===== src/rtl/core_step_ctrl.sv =====
// Run/step controller: divided single-clock enable for the core, debounced single-step,
// PC breakpoint (present only when STEP_CTRL_BREAKPOINT_EN is defined) and instruction counter.
module core_step_ctrl #(
  parameter int                    NUM_RATES    = 4,
  parameter int                    SEL_W        = 2,
  parameter logic [NUM_RATES*32-1:0] DIV_LIST   = {32'd450000000, 32'd90000, 32'd90, 32'd1},
  parameter int                    DEBOUNCE_CYC = 1000000,
  parameter int                    PC_W         = 32,
  parameter int                    CNT_W        = 16
) (
  input  logic             clk,
  input  logic             rstn,
  input  logic             run_en,
  input  logic [SEL_W-1:0] rate_sel,
  input  logic             step_btn,
  input  logic             bp_en,
  input  logic [PC_W-1:0]  bp_addr,
  input  logic [PC_W-1:0]  pc,
  output logic             core_ce,
  output logic             halted,
  output logic             at_bp,
  output logic [CNT_W-1:0] instr_count
);

  localparam int DB_W = $clog2(DEBOUNCE_CYC + 1);

  typedef enum logic [1:0] {
    ST_HALT  = 2'd0,
    ST_RUN   = 2'd1,
    ST_BREAK = 2'd2
  } state_t;

  state_t             state_r, next_state_s;
  logic               run_s1_r, run_sync_r;
  logic [SEL_W-1:0]   rate_s1_r, rate_sync_r, rate_prev_r;
  logic               step_s1_r, step_sync_r;
  logic [DB_W-1:0]    deb_cnt_r;
  logic               deb_level_r, deb_prev_r;
  logic [31:0]        div_cnt_r, div_s;
  logic               step_req_s, rate_chg_s, tick_s, bp_hit_s, ce_next_s;
  logic               core_ce_r, halted_r;
  logic [CNT_W-1:0]   instr_count_r;

  // Out-of-range selects clamp to the last entry; a zero divisor behaves as 1.
  function automatic logic [31:0] div_of(input logic [SEL_W-1:0] sel);
    int          idx;
    logic [31:0] d;
    idx = (int'(sel) >= NUM_RATES) ? (NUM_RATES - 1) : int'(sel);
    d   = DIV_LIST[32*idx +: 32];
    return (d == 32'd0) ? 32'd1 : d;
  endfunction

  // Two-flop synchronisers for the board inputs
  always_ff @(posedge clk or negedge rstn) begin
    if (!rstn) begin
      run_s1_r    <= 1'b0;
      run_sync_r  <= 1'b0;
      rate_s1_r   <= '0;
      rate_sync_r <= '0;
      rate_prev_r <= '0;
      step_s1_r   <= 1'b0;
      step_sync_r <= 1'b0;
    end else begin
      run_s1_r    <= run_en;
      run_sync_r  <= run_s1_r;
      rate_s1_r   <= rate_sel;
      rate_sync_r <= rate_s1_r;
      rate_prev_r <= rate_sync_r;
      step_s1_r   <= step_btn;
      step_sync_r <= step_s1_r;
    end
  end

  // Debounce: a new level must persist DEBOUNCE_CYC consecutive cycles
  always_ff @(posedge clk or negedge rstn) begin
    if (!rstn) begin
      deb_cnt_r   <= '0;
      deb_level_r <= 1'b0;
      deb_prev_r  <= 1'b0;
    end else begin
      deb_prev_r <= deb_level_r;
      if (step_sync_r != deb_level_r) begin
        if (deb_cnt_r == DB_W'(DEBOUNCE_CYC - 1)) begin
          deb_level_r <= step_sync_r;
          deb_cnt_r   <= '0;
        end else begin
          deb_cnt_r <= deb_cnt_r + DB_W'(1);
        end
      end else begin
        deb_cnt_r <= '0;
      end
    end
  end

  assign step_req_s = deb_level_r & ~deb_prev_r;
  assign div_s      = div_of(rate_sync_r);
  assign rate_chg_s = (rate_sync_r != rate_prev_r);
  // The change cycle itself never ticks, so a rate switch cannot emit a short period.
  assign tick_s     = (state_r == ST_RUN) && !rate_chg_s && (div_cnt_r == div_s - 32'd1);

`ifdef STEP_CTRL_BREAKPOINT_EN
  assign bp_hit_s = bp_en && (pc == bp_addr);
`else
  logic unused_bp_s;
  assign unused_bp_s = ^{bp_en, bp_addr, pc};
  assign bp_hit_s    = 1'b0;
`endif

  // Next-state and enable decode
  always_comb begin
    next_state_s = state_r;
    ce_next_s    = 1'b0;
    case (state_r)
      ST_HALT: begin
        if (step_req_s) ce_next_s = 1'b1;
        else            ce_next_s = 1'b0;
        if (run_sync_r) next_state_s = ST_RUN;
        else            next_state_s = ST_HALT;
      end
      ST_RUN: begin
        if (tick_s && bp_hit_s) begin
          ce_next_s    = 1'b0;
          next_state_s = run_sync_r ? ST_BREAK : ST_HALT;
        end else begin
          ce_next_s    = tick_s;
          next_state_s = run_sync_r ? ST_RUN : ST_HALT;
        end
      end
      ST_BREAK: begin
        if (!run_sync_r) begin
          ce_next_s    = 1'b0;
          next_state_s = ST_HALT;
        end else if (step_req_s) begin
          ce_next_s    = 1'b1;
          next_state_s = ST_RUN;
        end else begin
          ce_next_s    = 1'b0;
          next_state_s = ST_BREAK;
        end
      end
      default: begin
        ce_next_s    = 1'b0;
        next_state_s = ST_HALT;
      end
    endcase
  end

  // Rate divider, held at zero outside RUN and restarted on a rate change
  always_ff @(posedge clk or negedge rstn) begin
    if (!rstn) begin
      div_cnt_r <= 32'd0;
    end else if ((state_r != ST_RUN) || (next_state_s != ST_RUN) || rate_chg_s ||
                 (div_cnt_r == div_s - 32'd1)) begin
      div_cnt_r <= 32'd0;
    end else begin
      div_cnt_r <= div_cnt_r + 32'd1;
    end
  end

  // State and registered outputs
  always_ff @(posedge clk or negedge rstn) begin
    if (!rstn) begin
      state_r       <= ST_HALT;
      core_ce_r     <= 1'b0;
      halted_r      <= 1'b1;
      instr_count_r <= '0;
    end else begin
      state_r   <= next_state_s;
      core_ce_r <= ce_next_s;
      halted_r  <= (next_state_s != ST_RUN);
      if (ce_next_s) instr_count_r <= instr_count_r + CNT_W'(1);
      else           instr_count_r <= instr_count_r;
    end
  end

`ifdef STEP_CTRL_BREAKPOINT_EN
  logic at_bp_r;

  // Breakpoint indicator follows the BREAK state
  always_ff @(posedge clk or negedge rstn) begin
    if (!rstn) at_bp_r <= 1'b0;
    else       at_bp_r <= (next_state_s == ST_BREAK);
  end

  assign at_bp = at_bp_r;
`else
  assign at_bp = 1'b0;
`endif

  assign core_ce     = core_ce_r;
  assign halted      = halted_r;
  assign instr_count = instr_count_r;

endmodule


===== config.mk =====
export PLATFORM = sky130hd
export DESIGN_NAME = core_step_ctrl
export DESIGN_NICKNAME = d
export VERILOG_FILES = /design/src/rtl/core_step_ctrl.sv
export SDC_FILE = /design/constraint.sdc
export NUM_CORES = 1
export LEC_CHECK = 0
export ABC_AREA = 1
export ABC_CLOCK_PERIOD_IN_PS = 3100
export BUFFER_PORTS_ARGS = -buffer_cell sky130_fd_sc_hd__buf_2
export CAP_MARGIN = 0
export CORE_UTILIZATION = 30
export CTS_CLUSTER_SIZE = 28
export DETAILED_ROUTE_END_ITERATION = 10
export SYNTH_ARGS = -nofsm -noshare
export SYNTH_HDL_FRONTEND = slang
export SYNTH_SLANG_ARGS = --single-unit

===== constraint.sdc =====
create_clock -name clk -period 3.1 [get_ports clk]
set_clock_uncertainty 0.05 [all_clocks]
set_input_delay 0 -clock clk [delete_from_list [all_inputs] [get_ports clk]]
set_output_delay 0 -clock clk [all_outputs]
set_load 0.005 [all_outputs]

# == After elaboration in Yosys (flattened, before gate mapping) ==
# Cells that the tools add are included.
# totals
word_cells,51
out_inout_bits,19
in_bits,71
regBits,84
# op_classes
reduce_logical,10
n_eq_ne,8
n_shift,1
n_bitwise,2
n_addsub,4
muxes,11
# ops
cell,n
$shiftx A128 B8 Y32 const A,1
$mux W32,2
$mux W20,2
$add A32 B1 Y32 const B,1
$eq A32 B32 Y1,1
$logic_not A32 Y1,1
$sub A32 B1 Y32 const B,1
$add A20 B1 Y20 const B,1
$eq A20 B20 Y1 const B,1
$add A16 B1 Y16 const B,1
$mux W2,2
$ne A2 B1 Y1 const B,2
$pmux W2 S2,1
$logic_or A1 B1 Y1,3
$mux W1,3
$pmux W1 S3,1
$eq A2 B1 Y1 const B,1
$eq A2 B2 Y1 const B,1
$logic_and A1 B1 Y1,2
$logic_not A2 Y1,1
$ne A2 B2 Y1,1
$reduce_and A2 Y1,1
$reduce_or A2 Y1,1
$and A1 B1 Y1,1
other kinds (3),3

# == Longest topological paths before layout ==
# Gate-level depths: netlist (run 1).
# depth
depth_word,10
ltp_mapped,15

# == Worst setup path before layout (run 1) ==
# OpenSTA, ideal clock, no wires.
# synth_timing
kind,register to register
from,register rate_sync_r[1]
to,"register instr_count_r[10], in the netlist instr_count[10]"
n_path_buf,2
path_slack_ps,1143
required_time_ps,2933
arrival_time_ps,1790
stages_incl_launch_ff,14
period_less_slack_ps,1957
cell_sequence,dfrtp_1 -> buf_4 -> nor2_2 -> inv_2 -> ha_1 -> nand2_1 -> nand3_1 -> a21oi_1 -> nand2_1 -> nor2_4 -> nand3_4 -> buf_2 -> nand3_1 -> nand2_1
# synth_between
elab_chain_cells,7
word_cells_on_any_way,10
# synth_lines
element,line,text
start: declaration,35,"logic [SEL_W-1:0] rate_s1_r, rate_sync_r, rate_prev_r;"
start signal: assignment,67,rate_sync_r <= rate_s1_r;
$shiftx A128 B8 Y32,49,d = DIV_LIST[32*idx +: 32];
$logic_not A32 Y1,50,return (d == 32'd0) ? 32'd1 : d;
$mux W32,50,
$sub A32 B1 Y32,99,assign tick_s = (state_r == ST_RUN) && !rate_chg_s && (div_cnt_r == div_s - 32'd1);
$eq A32 B32 Y1,99,
$logic_and A1 B1 Y1 *,99,
$pmux W1 S3 *,113,case (state_r)
end signal: assignment,171,if (ce_next_s) instr_count_r <= instr_count_r + CNT_W'(1);
end signal: assignment,172,else instr_count_r <= instr_count_r;
end: declaration,42,logic [CNT_W-1:0] instr_count_r;
# Mark *: on every way between the ends. The rest lies on a longest branch, timed or not.
# A chain may end at the register's enable or synchronous reset.

# == Final worst setup path (run 1) ==
# layout_timing
from,register rate_sync_r[1]
to,"register instr_count_r[13], in the netlist instr_count[13]"
# The elaborated chain is that of the path after synthesis.

==> results of run 1 <==
[state kept, by name (all words and copies together), names as in the netlist]
signal       flops
rate_sync_r      2
rate_prev_r      2
run_s1_r         1
div_cnt_r       32
instr_count     16
rate_s1_r        2
deb_cnt_r       20
deb_level_r      1
state_r          2
halted           1
deb_prev_r       1
run_sync_r       1
step_sync_r      1
core_ce          1
step_s1_r        1
[final cells by class]
class	count	share of cell area, %
well taps	188	4.421
repair buffers	32	3.716
multi-input cells	441	42.00
flip-flops and latches	84	39.53
clock buffers	10	4.492
inverters	70	4.939
clock inverters	6	0.8937
[through the flow]
step                total power, uW  setup slack (ns)
floorplan                      1180             1.143
global placement               1217            0.7777
detailed placement             1218            0.7372
CTS                            2253            0.7227
global route                   2312            0.4976
finish                         2217            0.7557
[routing by layer]
metal	up-vias	routed length, um	track usage [%]
met5	-	0	0
met4	0	92	3.782
met3	10	366	2.952
met2	60	4560	22.16
met1	1748	5011	18.35
li1	1973	-	-
[cell families (layout without fill, tap and decap cells)]
family          after synthesis  in the layout  share of synthesized area (%)
fa+ha+maj                     4              4                          1.072
xor+xnor                     45             45                          8.445
simple gates                367            367                          35.36
flops                        84             84                          45.07
buf+inv                      79            118                          7.051
compound gates               24             24                          2.922
other cells                   1              1                        0.08035
[worst register-to-register path, stage by stage, from the launching register on]
cell and delay [ns]:
dfrtp_1 0.51, inv_1 0.16, nand2_1 0.07, ha_1 0.30
inv_1 0.04, nand2_1 0.05, nand3_1 0.06, a21oi_1 0.17
nand2_1 0.11, nor2_4 0.12, nand3_4 0.21, nand2_4 0.29
nand2_1 0.09, nand2_1 0.07
[path summary, 6_finish.rpt]
| kind | depth (start not counted) | slack (ns) | endpoint |
|---|---|---|---|
| worst min register to register | 0 | 0.30 | rate_sync_r[1]$_DFF_PN0_ |
| max in group asynchronous | 3 | 2.12 | div_cnt_r[29]$_DFF_PN0_ |
| worst max register to register | 13 | 0.76 | instr_count[13]$_DFFE_PN0P_ |
| worst max-delay path | 13 | 0.76 | instr_count[13]$_DFFE_PN0P_ |
| min in group clk | 2 | 0.25 | run_s1_r$_DFF_PN0_ |
| worst min-delay path | 2 | 0.16 | div_cnt_r[10]$_DFF_PN0_ |
[Yosys cell counts, types with 2 or more instances]
| master | count |
|---|---|
| nand4_1 | 10 |
| nor2_4 | 2 |
| buf_2 | 4 |
| xnor2_1 | 16 |
| dfrtp_1 | 83 |
| nor2_2 | 4 |
| buf_4 | 3 |
| nor2_1 | 105 |
| nand2_1 | 137 |
| nand3_1 | 43 |
| o21ai_1 | 4 |
| nor4_1 | 2 |
| a21oi_1 | 8 |
| and3_1 | 2 |
| xor2_1 | 29 |
| o21ai_0 | 8 |
| inv_1 | 65 |
| nor3_1 | 35 |
| inv_2 | 5 |
| nand2_2 | 12 |
| nor3_2 | 7 |
| ha_1 | 4 |
[power by group through the flow]
| stage | registers, uW | logic (uW) | clock network, uW |
|---|---|---|---|
| detailed placement | 1140 | 78.4 | 0 |
| floorplan | 1140 | 43.9 | 0 |
| CTS | 1120 | 83.3 | 1050 |
| global route | 1120 | 94.2 | 1100 |
| global placement | 1140 | 78.3 | 0 |
| finish | 1120 | 80.3 | 1020 |
[layout by cell type, fill, tap and decap left out, types with 10 or more instances in the layout]
master / n
nand2_1: 137
nor2_1: 105
dfrtp_1: 83
inv_1: 65
nand3_1: 43
nor3_1: 35
xor2_1: 29
buf_2: 22
xnor2_1: 16
nand2_2: 12
nand4_1: 10
==> flow_metrics.py, run 1 <==
metrics = {
    "floorplanning": {
        "initial_core_util_pct": 30.70,
        "ios": 90,
        "chipWidth_um": 126.7,
        "row_count": 45,
        "fp.dieArea_um2": 16060,
        "coreArea_um2": 15200,
        "dieHeight_um": 126.7,
    },
    "global_routing": {
        "grt_use_total_pct": 13.65,
        "grt_max_degree": 44,
        "gr-total-overflow": 0,
        "grt_pass1_wl_mm": 17.52,
        "antenna_found_initial": 0,
        "grt_pass1_vias": 3712,
    },
    "routing": {
        "antenna_left": 0,
        "first_pass_iters": 4,
        "routedWlPerCell_um": 12.07,
        "drcViolationCount": 0,
        "vias_per_cell": 4.562,
        "totalWireLength_mm": 10.03,
        "drt-initial-drc-count": 194,
        "route.vias.total": 3791,
    },
    "logic_synthesis": {
        "synthFlopType": "dfrtp_1",
        "synth_top_area_share_pct": 44.50,
        "synth_cells": 604,
        "synth_edf_count": 0,
        "synth_fp_nets": 679,
        "synth.avg_cell_area_um2": 7.727,
        "synth_top_area_cell": "dfrtp_1",
        "syn_area_um2": 4667,
        "yosysWarnings": 0,
        "async_reset_ff_share_pct": 100.0,
        "ys_seq_area_share_pct": 45.07,
        "synthTopCellsByArea": "dfrtp_1 (45%), nand2_1 (11%), nor2_1 (8.4%)",
        "ys_ff_latch": 84,
        "yosys.cell_types.count": 38,
    },
    "pwr": {
        "combPwrFrac_pct": 3.6,
        "seqPwrFrac_pct": 50.5,
        "p_sw_share_pct": 23.17,
        "vdd_drop_max_v": 0.0002747,
        "internal_power_uw": 1703,
        "p_per_area_nw_per_um2": 416.7,
        "power_switching_uw": 513.7,
        "pwr-share-clk_pct": 45.9,
        "p_leak_uw": 0.002345,
    },
    "worst_setup_path": {
        "crit_path_top_delay_cell": "dfrtp_1",
        "critPathBufInv": 2,
        "startpoint": "rate_sync_r[1]$_DFF_PN0_",
        "critPathMaxFanout": 17,
        "cp.required_ns": 3.33,
        "start_kind": "flop",
        "slowest_delay_ns": 0.51,
        "crit_type": "flop to flop",
        "path_common_cell": "nand2_1",
        "r2r-start": "rate_sync_r[1]$_DFF_PN0_",
        "end_kind": "flop",
        "cp.arrival_ns": 2.57,
        "crit_family": "simple AND/OR/NAND/NOR gates",
        "path_cells": "inv_1 -> nand2_1 -> ha_1 -> inv_1 -> nand2_1 -> nand3_1 -> a21oi_1 -> nand2_1 -> nor2_4 -> nand3_4 -> nand2_4 -> nand2_1 -> nand2_1",
    },
    "cells_and_area": {
        "post-route-cell-area_um2": 5320,
        "regArea_um2": 2103,
        "area_growth_pct": 13.99,
        "multiInputGateArea_um2": 2235,
        "fin_nets": 713,
        "diodes": 0,
        "fin_cells": 831,
        "fillers": 1620,
        "drive_gt1_share_pct": 12.13,
        "fin_util_pct": 35.00,
    },
    "cts": {
        "holdBufCountCts": 5,
        "h-tree-depth": 3,
        "cts_tree": "yes",
        "cts_root_buffer": "clkbuf_16",
        "cts_buffers": 9,
        "cts.repair.resized": 0,
        "clk-insertion-delay-late_ns": 0.34,
        "clockBufferDepth": 2,
        "numClockSinks": 84,
        "clk_pin_slew_ns": 0.07,
        "cts_setup_buffers": 0,
    },
    "place": {
        "dpl_cell_area_um2": 4984,
        "dp.cells": 810,
        "place.gp.congestion": 0.8649,
        "portBuffers": 23,
        "dp_hpwl_mm": 7.279,
    },
    "timing": {
        "finalCritPeriodShare_pct": 75.62,
        "rsz0062_at_grt": "false",
        "setup-tns-final_ns": 0,
        "drv_slew": 0,
        "holdWs_ns": 0.1580,
        "setup_viol": 0,
        "max_freq_ghz": 0.4266,
        "tightest_slew_ns": 0.5650,
        "slew_headroom_pct": 62.33,
        "fin_crit_ns": 2.344,
        "hold_violations": 0,
    },
    "status": {
        "status": "finished clean",
    },
    "worst_hold_path": {
        "hold_class": "primary input to asynchronous set/reset pin",
    },
    "flow_run": {
        "cap_viol_max_count": 0,
    },
}
Note: power is estimated with default switching activity, not from simulation.
==> run 2, diff against run 1 <==
--- a/config.mk
+++ b/config.mk
@@ -6,7 +6,7 @@
 export NUM_CORES = 1
 export LEC_CHECK = 0
 export ABC_AREA = 1
-export ABC_CLOCK_PERIOD_IN_PS = 3100
+export ABC_CLOCK_PERIOD_IN_PS = 2200
 export BUFFER_PORTS_ARGS = -buffer_cell sky130_fd_sc_hd__buf_2
 export CAP_MARGIN = 0
 export CORE_UTILIZATION = 30
==> constraint.sdc (replaced) <==
create_clock -name clk -period 2.2 [get_ports clk]
set_clock_uncertainty 0.05 [all_clocks]
set_input_delay 0 -clock clk [delete_from_list [all_inputs] [get_ports clk]]
set_output_delay 0 -clock clk [all_outputs]
set_load 0.005 [all_outputs]
==> flow_metrics.py, run 2 (synthesis gave the netlist of run 1 again) <==
metrics = {
    "status": {
        "status": "finished clean",
    },
    "cts": {
        "cts_root_buffer": "clkbuf_16",
        "cts_setup_buffers": 0,
        "clockBufferDepth": 2,
        "cts_buffers": 9,
        "cts_tree": "yes",
        "clk_pin_slew_ns": 0.07,
        "h-tree-depth": 3,
        "clk-insertion-delay-late_ns": 0.34,
        "numClockSinks": 84,
    },
    "pwr": {
        "p_leak_uw": 0.002427,
        "fin_total_pwr_uw": 3385,
        "p_per_area_nw_per_um2": 617.4,
        "vdd_drop_max_v": 0.0004209,
    },
    "timing": {
        "finalCritPeriodShare_pct": 94.33,
        "tightest_slew_ns": 0.5975,
        "hold_violations": 0,
        "setup_viol": 0,
        "rsz0062_at_grt": "true",
        "slew_headroom_pct": 60.17,
        "drv_slew": 0,
        "holdWs_ns": 0.1653,
        "setup_ws_ns": 0.1248,
        "fin_crit_ns": 2.075,
        "max_freq_ghz": 0.4819,
    },
    "global_routing": {
        "grt_pass1_wl_mm": 18.11,
        "gr-total-overflow": 0,
        "grt_max_degree": 47,
        "antenna_found_initial": 0,
        "grt_use_total_pct": 13.93,
        "grt_pass1_vias": 3753,
    },
    "worst_setup_path": {
        "end_kind": "flop",
        "cp.arrival_ns": 2.25,
        "critPathMaxFanout": 15,
        "crit_type": "flop to flop",
        "start_kind": "flop",
        "cp.required_ns": 2.38,
    },
    "cells_and_area": {
        "fin_cells": 839,
        "layout_commonest_cell": "nand2_1",
        "fin_util_pct": 36.07,
        "diodes": 0,
        "largest_register": "div_cnt_r",
        "fillers": 1555,
        "drive_gt1_share_pct": 13.52,
        "largest_reg_flops": 32,
        "area_growth_pct": 17.48,
        "fin_nets": 721,
        "layout_common_cells": "nand2_1 (136), nor2_1 (105), dfrtp_1 (83), inv_1 (65), nand3_1 (43)",
    },
    "floorplanning": {
        "row_count": 45,
        "coreArea_um2": 15200,
        "chipWidth_um": 126.7,
        "dieHeight_um": 126.7,
        "initial_core_util_pct": 30.70,
        "ios": 90,
        "fp.dieArea_um2": 16060,
    },
    "routing": {
        "first_pass_iters": 4,
        "route.vias.total": 3826,
        "routedWlPerCell_um": 12.19,
        "antenna_left": 0,
        "drcViolationCount": 0,
        "totalWireLength_mm": 10.23,
        "vias_per_cell": 4.560,
        "drt-initial-drc-count": 224,
    },
    "place": {
        "place.gp.congestion": 0.8599,
        "dp_hpwl_mm": 7.500,
        "pre_cts_ws_ns": 0.1003,
        "portBuffers": 23,
        "dp.cells": 817,
    },
    "flow_run": {
        "cap_viol_max_count": 0,
    },
    "worst_hold_path": {
        "hold_class": "primary input to asynchronous set/reset pin",
    },
}
## run 2: path summary, 6_finish.rpt
kind / to / startpoint / cells after the start / slack [ns]
max: div_cnt_r[26]$_DFF_PN0_ / rate_sync_r[1]$_DFF_PN0_ / 13 / 0.12
min: div_cnt_r[10]$_DFF_PN0_ / rstn / 2 / 0.17
max reg2reg: div_cnt_r[26]$_DFF_PN0_ / rate_sync_r[1]$_DFF_PN0_ / 13 / 0.12
min reg2reg: rate_sync_r[0]$_DFF_PN0_ / rate_s1_r[0]$_DFF_PN0_ / 0 / 0.30
max in group asynchronous: halted$_DFF_PN1_ / rstn / 3 / 1.24
min in group clk: rate_s1_r[0]$_DFF_PN0_ / rate_sel[0] / 2 / 0.25
## run 2: through the flow
step | instance area (um2) | setup TNS (ns)
finish | 5483 | 0
global route | 5483 | -0.002405
CTS | 5443 | 0
detailed placement | 5061 | 0
global placement | 5061 | 0
floorplan | 4667 | 0
## run 2: worst max-delay path: stages (launching register included)
cell,delay (ns)
dfrtp_1,0.41
nor2_2,0.14
inv_2,0.05
ha_1,0.30
inv_1,0.05
nand2_1,0.05
nand3_1,0.07
a21oi_2,0.14
nand2_1,0.10
nor2_4,0.12
nand2_1,0.09
nand2_2,0.13
clkbuf_16,0.21
nor2_1,0.05
## run 2: final cells by class
| class | instances | area (um2) | area share [%] |
|---|---|---|---|
| multi-input cells | 441 | 2250 | 41.03 |
| clock buffers | 9 | 225.2 | 4.108 |
| inverters | 70 | 262.8 | 4.792 |
| flip-flops and latches | 84 | 2103 | 38.36 |
| clock inverters | 7 | 106.4 | 1.940 |
| repair buffers | 40 | 300.3 | 5.477 |
| well taps | 188 | 235.2 | 4.290 |
## run 2: timing repair
action,in CTS,in global routing
hold buffers,5,0
hold endpoints to repair,49,0
resized for setup,0,3
setup endpoints to repair,0,38
## run 2: where the power goes
part,total (uW),leakage [uW],internal [uW],switching (uW)
Sequential,1570,0.00114,1560,11.6
Clock,1680,0.000163,1020,662
Combinational,134,0.00112,46.5,87.2
Total,3390,0.00243,2620,760
## run 2: layer usage
metal | vias up | track usage, % | share of wire (%)
met2 | 60 | 22.68 | 46
met1 | 1771 | 18.67 | 49
met4 | 0 | 3.501 | 0.97
li1 | 1986 | - | -
met3 | 9 | 3.248 | 4.0
met5 | - | 0 | 0
==> run 3, diff against run 2 <==
--- a/config.mk
+++ b/config.mk
@@ -5,7 +5,6 @@
 export SDC_FILE = /design/constraint.sdc
 export NUM_CORES = 1
 export LEC_CHECK = 0
-export ABC_AREA = 1
 export ABC_CLOCK_PERIOD_IN_PS = 2200
 export BUFFER_PORTS_ARGS = -buffer_cell sky130_fd_sc_hd__buf_2
 export CAP_MARGIN = 0
==> flow_metrics.py, run 3 <==
metrics = {
    "worst_hold_path": {
        "hold_class": "primary input to flop",
        "hold_end": "rate_s1_r[1]$_DFF_PN0_",
        "hold_depth": 2,
        "hp-start": "rate_sel[1]",
    },
    "global_routing": {
        "grt_pass1_wl_mm": 14.59,
        "gr-total-overflow": 0,
        "grtUsageMet1_pct": 16.35,
        "grt_util_met2_pct": 21.21,
        "grt_pass1_vias": 3083,
        "antenna_found_initial": 0,
        "gr-max-usage-layer": "met2",
        "grt_use_total_pct": 13.25,
        "grt_max_degree": 70,
        "use_met3_pct": 4.392,
    },
    "floorplanning": {
        "initial_core_util_pct": 30.70,
        "fp.dieArea_um2": 13970,
        "dieHeight_um": 118.2,
        "chipWidth_um": 118.2,
        "ios": 90,
        "coreArea_um2": 13190,
        "row_count": 42,
    },
    "cts": {
        "clockBufferDepth": 2,
        "clk-insertion-delay-late_ns": 0.34,
        "cts_buffers": 9,
        "cts_root_buffer": "clkbuf_16",
        "numClockSinks": 84,
        "h-tree-depth": 3,
        "clk_pin_slew_ns": 0.06,
        "cts_tree": "yes",
    },
    "cells_and_area": {
        "drive_gt1_share_pct": 23.03,
        "layout_common_cells": "dfrtp_1 (83), nor2_1 (70), buf_4 (45), xor2_1 (37), xnor2_1 (31)",
        "largest_register": "div_cnt_r",
        "layout_commonest_cell": "dfrtp_1",
        "area_growth_pct": 31.15,
        "fin_cells": 658,
        "diodes": 0,
        "largest_reg_flops": 32,
        "fin_nets": 552,
    },
    "timing": {
        "rsz0062_at_grt": "true",
        "setup-tns-final_ns": -16.69,
        "finalCritPeriodShare_pct": 119.6,
        "fin_crit_ns": 2.632,
        "setup_viol": 49,
        "tightest_slew_ns": 0.8758,
        "drv_slew": 0,
        "setup_ws_ns": -0.4317,
        "max_freq_ghz": 0.3800,
        "hold_violations": 0,
        "slew_headroom_pct": 41.61,
    },
    "worst_setup_path": {
        "worst_r2r_path_depth": 10,
        "end_kind": "flop",
        "cp.required_ns": 2.38,
        "crit_type": "flop to flop",
        "r2r-start": "rate_sync_r[1]$_DFF_PN0_",
        "critPathMaxFanout": 7,
        "start_kind": "flop",
        "rr_endpoint": "instr_count[1]$_DFFE_PN0P_",
        "cp.arrival_ns": 2.81,
        "regToRegSetupSlack_ns": -0.43,
    },
    "logic_synthesis": {
        "ys_seq_area_share_pct": 51.95,
        "synth_fp_nets": 474,
        "synth_top_area_share_pct": 51.30,
        "yosys.cell_types.count": 43,
        "synth.avg_cell_area_um2": 10.15,
        "synthFlopType": "dfrtp_1",
        "yosysWarnings": 0,
        "synth_common_cells": "dfrtp_1 (83), nor2_1 (70), xor2_1 (37), xnor2_1 (31), nand3_1 (30)",
        "ys_ff_latch": 84,
        "async_reset_ff_share_pct": 100.0,
        "synth_top_area_cell": "dfrtp_1",
        "synth.most_common_cell": "dfrtp_1",
        "synth_cells": 399,
        "synth_edf_count": 0,
        "syn_area_um2": 4049,
        "synthTopCellsByArea": "dfrtp_1 (51%), xor2_1 (8.0%), xnor2_1 (6.7%)",
    },
    "status": {
        "status": "complete, but fails checks",
        "violations": "setup timing",
    },
    "routing": {
        "drt-initial-drc-count": 101,
        "routedWlPerCell_um": 12.53,
        "totalWireLength_mm": 8.247,
        "antenna_left": 0,
        "first_pass_iters": 4,
        "drcViolationCount": 0,
        "vias_per_cell": 4.599,
        "route.vias.total": 3026,
    },
    "pwr": {
        "p_per_area_nw_per_um2": 603.8,
        "vdd_drop_max_v": 0.0005719,
        "p_leak_uw": 0.002316,
        "fin_total_pwr_uw": 3206,
    },
    "place": {
        "dp.cells": 629,
        "place.gp.congestion": 0.8284,
        "dp_hpwl_mm": 5.590,
        "portBuffers": 23,
    },
    "flow_run": {
        "cap_viol_max_count": 0,
    },
}
==> run 3: worst max-delay path by stage <==
stage | startpoint | end | cells past startpoint
after global routing | rate_sync_r[1]$_DFF_PN0_ | instr_count[12]$_DFFE_PN0P_ | 9
after floorplan | rate_sync_r[0]$_DFF_PN0_ | instr_count[1]$_DFFE_PN0P_ | 10
after global placement | rate_sync_r[1]$_DFF_PN0_ | instr_count[9]$_DFFE_PN0P_ | 9
after CTS | rate_sync_r[1]$_DFF_PN0_ | instr_count[10]$_DFFE_PN0P_ | 8
final | rate_sync_r[1]$_DFF_PN0_ | instr_count[1]$_DFFE_PN0P_ | 10
after detailed placement | rate_sync_r[1]$_DFF_PN0_ | instr_count[9]$_DFFE_PN0P_ | 9
==> run 3: kinds of logic after synthesis <==
| group | share of synthesized area (%) |
|---|---|
| fa+ha+maj | 1.236 |
| buf+inv | 2.997 |
| simple gates | 22.47 |
| other cells | 0.09262 |
| mux | 0.5562 |
| xor+xnor | 14.71 |
| compound gates | 5.995 |
| flops | 51.95 |
==> run 3: cell type report <==
cell class | count | area, um2
multi-input combinational | 287 | 1976
clock inverter | 5 | 62.56
tap | 176 | 220.2
timing repair buffer | 81 | 663.1
inverter | 14 | 52.55
sequential | 84 | 2103
clock buffer | 11 | 232.7
fill | 1259 | 7880
==> run 3: metrics by stage <==
stage	util, %	setup slack (ns)	hold slack [ns]	cell area [um2]
floorplan	-	-0.2969	-0.3456	4145
global placement	35.82	-0.2995	0.06066	4725
detailed placement	35.82	-0.3808	0.05977	4725
CTS	39.46	-0.3637	0.2277	5205
global route	40.26	-0.5652	0.2401	5310
finish	40.26	-0.4317	0.2434	5310
==> run 3: power by group <==
part | total [uW] | leakage, uW | internal [uW] | switching [uW]
sequential | 1570 | 0.00114 | 1560 | 11.7
clock | 1490 | 0.000136 | 883 | 609
combinational | 140 | 0.00104 | 61.8 | 78.1
total | 3210 | 0.00232 | 2510 | 698
==> run 3: worst max-delay path, stage by stage, from the launching register on <==
cell	delay, ns
dfrtp_1	0.40
or2_1	0.23
ha_1	0.29
xor2_1	0.19
o2111ai_2	0.17
a2111oi_4	0.38
nand4_4	0.15
buf_12	0.18
buf_6	0.13
nand2_4	0.07
mux2_4	0.29
==> run 3: repair_timing <==
item / CTS / global route
endpoints found under the hold margin: 70 / 0
gates cloned: 2 / 0
setup endpoints to repair: 49 / 49
hold buffers: 5 / 0
buffers inserted: 4 / 2
pin swaps: 2 / 23
resized for setup: 8 / 8
==> run 3: per-layer routing <==
metal  wire, um  vias to the layer above
met4        122                        0
met2       3922                       29
li1           -                     1504
met5          0                        -
met1       3936                     1483
met3        266                       10
